===== src/rtl/seq_detect_param.sv =====
`default_nettype none
// ============================================================================
// Module      : seq_detect_param
// Description : Parametrised serial pattern detector. Samples a 1-bit stream
//               on enabled edges and emits a registered one-cycle strobe when
//               the last N sampled bits equal a runtime-loadable pattern.
//               Supports overlapping / non-overlapping detection and keeps a
//               saturating match counter.
// Revision    : 1.0 - initial release
// ============================================================================
module seq_detect_param #(
    parameter int             N       = 4,
    parameter logic [N-1:0]   PATTERN = 4'b1011,
    parameter int             CNT_W   = 8
) (
    input  logic             clk,
    input  logic             rst,        // asynchronous, active-low
    input  logic             en,
    input  logic             x,
    input  logic             overlap,
    input  logic             load,
    input  logic [N-1:0]     pattern,
    input  logic             clr_cnt,
    output logic             z,
    output logic [CNT_W-1:0] match_cnt
);

    // Fill counter must hold the values 0..N inclusive.
    localparam int                  c_FILL_W    = $clog2(N + 1);
    localparam logic [c_FILL_W-1:0] c_FILL_FULL = c_FILL_W'(N);
    localparam logic [c_FILL_W-1:0] c_FILL_ONE  = c_FILL_W'(1);
    localparam logic [CNT_W-1:0]    c_CNT_MAX   = '1;

    logic [N-1:0]        r_pat;
    logic [N-1:0]        r_hist;
    logic [c_FILL_W-1:0] r_fill;
    logic                r_z;
    logic [CNT_W-1:0]    r_cnt;

    logic [N-1:0]        w_hist_next;
    logic [c_FILL_W-1:0] w_fill_next;
    logic                w_match;

    // Next history/fill values and the match decision for this edge.
    // A load edge never samples x, so it can never produce a match.
    always_comb begin
        w_hist_next = {r_hist[N-2:0], x};
        w_fill_next = (r_fill == c_FILL_FULL) ? c_FILL_FULL : (r_fill + c_FILL_ONE);
        w_match     = en && !load
                      && (w_fill_next == c_FILL_FULL)
                      && (w_hist_next == r_pat);
    end

    // Pattern register, history shift register and fill level.
    always_ff @(posedge clk or negedge rst) begin
        if (!rst) begin
            r_pat  <= PATTERN;
            r_hist <= '0;
            r_fill <= '0;
        end else if (load) begin
            r_pat  <= pattern;
            r_hist <= '0;
            r_fill <= '0;
        end else if (en) begin
            r_hist <= w_hist_next;
            // Non-overlapping mode discards the matched bits so the next hit
            // needs N fresh samples; the history itself still shifts.
            r_fill <= (w_match && !overlap) ? '0 : w_fill_next;
        end
    end

    // Registered match strobe: high only on the edge that completes a match.
    always_ff @(posedge clk or negedge rst) begin
        if (!rst) begin
            r_z <= 1'b0;
        end else begin
            r_z <= w_match;
        end
    end

    // Saturating match counter; a clear beats a simultaneous match.
    always_ff @(posedge clk or negedge rst) begin
        if (!rst) begin
            r_cnt <= '0;
        end else if (clr_cnt) begin
            r_cnt <= '0;
        end else if (w_match && (r_cnt != c_CNT_MAX)) begin
            r_cnt <= r_cnt + 1'b1;
        end
    end

    assign z         = r_z;
    assign match_cnt = r_cnt;

endmodule
`default_nettype wire


===== config.mk =====
export PLATFORM = sky130hd
export DESIGN_NAME = seq_detect_param
export DESIGN_NICKNAME = d
export VERILOG_FILES = /design/src/rtl/seq_detect_param.sv
export SDC_FILE = /design/constraint.sdc
export NUM_CORES = 1
export LEC_CHECK = 0
export CAP_MARGIN = 25
export CORE_MARGIN = 5
export CORE_UTILIZATION = 45
export DETAILED_ROUTE_END_ITERATION = 10
export HOLD_SLACK_MARGIN = 0.03
export PLACE_DENSITY = 0.7
export SLEW_MARGIN = 40
export SYNTH_ARGS = -nofsm -noshare
export SYNTH_HDL_FRONTEND = slang
export SYNTH_SLANG_ARGS = --single-unit

===== constraint.sdc =====
create_clock -name clk -period 2.7 [get_ports clk]
set_clock_uncertainty 0.15 [all_clocks]
set_input_delay 0.81 -clock clk [delete_from_list [all_inputs] [get_ports clk]]
set_output_delay 0.81 -clock clk [all_outputs]
set_load 0.02 [all_outputs]

; ---- Word-level counts from Yosys, hierarchy flattened
; Cells that the tools add are included.
[totals]
out_inout_bits = 9
register_bits = 19
elab_cells = 28
input_bits = 11
[op_classes]
mux = 8
n_addsub = 2
n_reduce_logical = 9
eq_ne = 4
[op_table]
columns = operator, count
row1 = $mux W3, 6
row2 = $mux W8, 2
row3 = $add A8 B1 Y8 const B, 1
row4 = $ne A8 B8 Y1 const B, 1
row5 = $eq A3 B3 Y1 const B, 2
row6 = $logic_and A1 B1 Y1, 5
row7 = $eq A4 B4 Y1, 1
row8 = $reduce_bool A2 Y1, 2
row9 = $add A3 B1 Y3 const B, 1
row10 = $logic_not A1 Y1, 2

; ---- Logic depth before layout (Yosys ltp)
[depth]
ltp_word = 9
ltp_mapped = 6
ltp_nobuf = 6

; ---- Worst setup path before layout
; Ideal clock, no wire load.
[synth_timing]
path_kind = in2reg
from = in en
to = reg r_cnt[0] (netlist: match_cnt[0])
setup_time_ps = 128
path_slack_ps = 593
path_stages = 4
required_ps = 2422
n_path_buf = 1
arrival_time_ps = 1829
cell_sequence = buf_4 > o2111ai_4 > nor4_4 > mux2_1
[synth_between]
elab_chain_cells = 5
[synth_lines]
columns = element, line_no
row1 = start: declaration, 18  ; input logic en,
row2 = $logic_and A1 B1 Y1, 49  ; w_match = en && !load
row3 = $logic_and A1 B1 Y1, 50  ; && (w_fill_next == c_FILL_FULL)
row4 = $logic_and A1 B1 Y1, 51  ; && (w_hist_next == r_pat);
row5 = $logic_and A1 B1 Y1, 87  ; end else if (w_match && (r_cnt != c_CNT_MAX)) begin
row6 = $reduce_bool A2 Y1 (no source line), --
row7 = end signal: assignment, 88  ; r_cnt <= r_cnt + 1'b1;
row8 = end: declaration, 38  ; logic [CNT_W-1:0] r_cnt;
; No other way between the ends.
; A chain may end at the register's enable or synchronous reset.

; ---- Worst setup path after layout
[layout_timing]
from = in x
to = reg r_cnt[6] (netlist: match_cnt[6])
[layout_between]
elab_chain_cells = 4
[layout_lines]
columns = element, line_no
row1 = start: declaration, 19  ; input logic x,
row2 = $eq A4 B4 Y1, 51
row3 = $logic_and A1 B1 Y1, 51
row4 = $logic_and A1 B1 Y1, 87
row5 = $reduce_bool A2 Y1 (no source line), --
; No other way between the ends.

==> summary.md <==
| Metric | Value |
|---|---|
| Tightest Hold Check Type | flop to flop |
| DRT met1 WL | 1030 um |
| CORE AREA | 0.00243 mm^2 |
| Largest family of logic cells by synthesized area | simple AND/OR/NAND/NOR gates |
| PwrDens | 381 mW/mm^2 |
| Die Wd | 60.1 um |
| # diodes | 0 |
| Worst path max stage delay | 0.44 ns |
| Critical path required time | 2.74 ns |
| Global route overflow | 0 |
| Routability congestion estimate | 0.755 |
| Design Area, Final | 0.00140 mm^2 |
| RSZ-0062 raised after global routing | false |
| Fraction of layout cells with a size suffix above 1 | 0.176 |
| Multiplexer area fraction after synthesis | 0.155 |
| Sinks on Clock Net | 19 |
| Metal2 WL | 979 um |
| Met3 Wirelength | 75 um |
| Worst-skew pair later-pin latency | 0.29 ns |
| Top layer in use | met4 |
| Adder-cell share of the synthesized area | 0.0332 |
| CP bufs+invs | 1 |
| CTS H-tree depth | 1 |
| Mapped cell area | 0.00113 mm^2 |
| Final Hold Viols | 0 |
| Setup crit end kind | flop |
| Number of global-route vias before repair | 894 |
| Cell class contributing the biggest share of worst-path delay | simple AND/OR/NAND/NOR gates |
| Drt wl/cell | 13.2 um |
| Largest net degree at the start of global routing | 20 |
| Clk buf depth | 2 |
| Mean post-synth cell area | 10.6 um^2 |
| Post-synthesis simple-gate area fraction | 0.238 |
| DRT Pass-1 Iters | 4 |
| Critical path arrival | 2.44 ns |
| Cts repair resizes | 0 |
| Compound-Gate Fraction of Synth Area | 0.0786 |
| Layout Nets | 146 |
| Routed WL | 2120 um |
| Initial Util | 0.465 |
| Crit path max-delay cell type | clkdlybuf4s50_1 |
| CTS tree | done |
| Worst-path fanout max | 8 |
| Final min period | 2.40 ns |
| Post-Syn Instances | 107 |
| Clock-pin slew on the worst setup and hold paths | 0.11 ns |
| Slew HR | 0.680 |
| Pwr Total | 0.534 mW |
| Die area | 0.00361 mm^2 |
| Hold buffer count at cts | 0 |
| Least-Margin Pin Slew | 0.478 ns |
| Fin crit share | 0.889 |
| FP Rows | 18 |
| Status | completed |
| Max-cap check violation count | 0 |
| Final slew viol count | 0 |
| Fmax | 417 MHz |
| Tot GR Track Use | 0.144 |
| CP Launch Type | input port |
| Final design utilization | 0.576 |
| Most frequent cells in the layout | clkdlybuf4s50_1 (19), dfrtp_1 (16), nor2_1 (13) |
| Post-Synth XOR/XNOR Area | 0.0377 |
| Routed Antenna Nets | 0 |
| Die Height | 60.1 um |
| Hold WS | 0.402 ns |
| Synth Warn # | 0 |
| CTS root buf | clkbuf_4 |
| Number of synthesized register bits | 19 |
| Crit-path cells | clkdlybuf4s50_1, xnor2_1, nand3_2, nor4_1, mux2_1 |
| Lkg Pwr | 0.586 nW |
| Boundary pin count | 20 |
| Synth unique cells | 31 |
| DR iter-0 viols | 33 |
| Initial antenna violation count | 0 |
| Routed via count | 854 |
| CTS Buf Count | 3 |
| DRC Markers | 0 |
| Setup repair bufs after CTS | 0 |
| Cell Area, Placed | 0.00137 mm^2 |
| Sequential-to-total area share from yosys stat | 0.424 |
| # setup viols final | 0 |
| Crit path kind | input port to flop |
| Filler cells | 224 |
| Most common cell after layout, fill and taps aside | clkdlybuf4s50_1 |
| First-pass GRT wire length | 3990 um |
| Dpl hpwl | 1630 um |
| Peak supply drop | 0.000338 V |
| Via density | 5.30 |
| Net Count, Synth | 121 |
| P&R area growth vs syn | 23.9% |
| Port bufs | 19 |
## final cells by class
| class | count | area, um^2 | share of cell area |
|---|---|---|---|
| multi-input combinational | 79 | 613 | 0.438 |
| inverter | 6 | 22.5 | 0.0161 |
| clock inverter | 1 | 5.00 | 0.00357 |
| tap | 30 | 37.5 | 0.0268 |
| timing repair buffer | 23 | 220 | 0.157 |
| clock buffer | 3 | 22.5 | 0.0161 |
| sequential | 19 | 479 | 0.342 |
## stage by stage
step	TNS [ns]	instances	setup slack, ns
after floorplan	0	107	0.593
after global routing	0	161	0.144
after CTS	0	161	0.273
after global placement	-0.00451	157	-0.00451
final	0	161	0.300
after detailed placement	-0.0247	157	-0.0212
## cell usage after synthesis, drive strengths merged
cell,count,area share
dfstp,3,0.070
o21ai,5,0.032
inv,6,0.020
nor2,13,0.043
xnor2,4,0.038
nand3b,1,0.010
and2,2,0.012
mux2,12,0.12
buf,1,0.0066
nand2b,3,0.017
nand2,2,0.0066
clkbuf,2,0.0066
mux2i,4,0.035
dfrtp,16,0.35
nand4,2,0.011
ha,3,0.033
o2111ai,1,0.023
nor2b,6,0.033
nor4,8,0.058
o211ai,1,0.0066
a21oi,2,0.0089
nor3,1,0.0044
nand3,5,0.027
and3,3,0.017
o32ai,1,0.0078
## metal layers
layer,vias to the layer above,global-route usage
li1,427,-
met1,408,0.192
met2,15,0.222
met3,4,0.0281
met4,0,0.0696
met5,-,0
## report_power, final
part           total (mW)  internal, mW  switching (mW)
combinational      0.0826        0.0416          0.0410
clock               0.145        0.0551          0.0900
sequential          0.306         0.298         0.00817
## state kept, by name (all words and copies together) (netlist names)
name	count
r_hist	3
r_fill	3
match_cnt	8
z	1
r_pat	4
## worst paths after layout
path,to,slack [ns],from,cells past startpoint
min in group asynchronous,match_cnt[7],0.69,rst,2
worst max register to register,match_cnt[6],0.58,r_fill[0],6
max in group asynchronous,r_pat[0],1.45,rst,2
worst min register to register,r_pat[2],0.40,r_pat[2],1
worst min-delay path,r_pat[2],0.40,r_pat[2],1
worst max-delay path,match_cnt[6],0.30,x,5
## cell families after synthesis
| kind of cell | after synthesis |
|---|---|
| buffers and inverters | 9 |
| adder cells (fa/ha/maj) | 3 |
| AND/OR/NAND/NOR | 46 |
| XOR/XNOR | 4 |
| multiplexers | 16 |
| flip-flops | 19 |
| AO/OA/AOI/OAI | 10 |
Note: power is estimated with default switching activity, not from simulation.
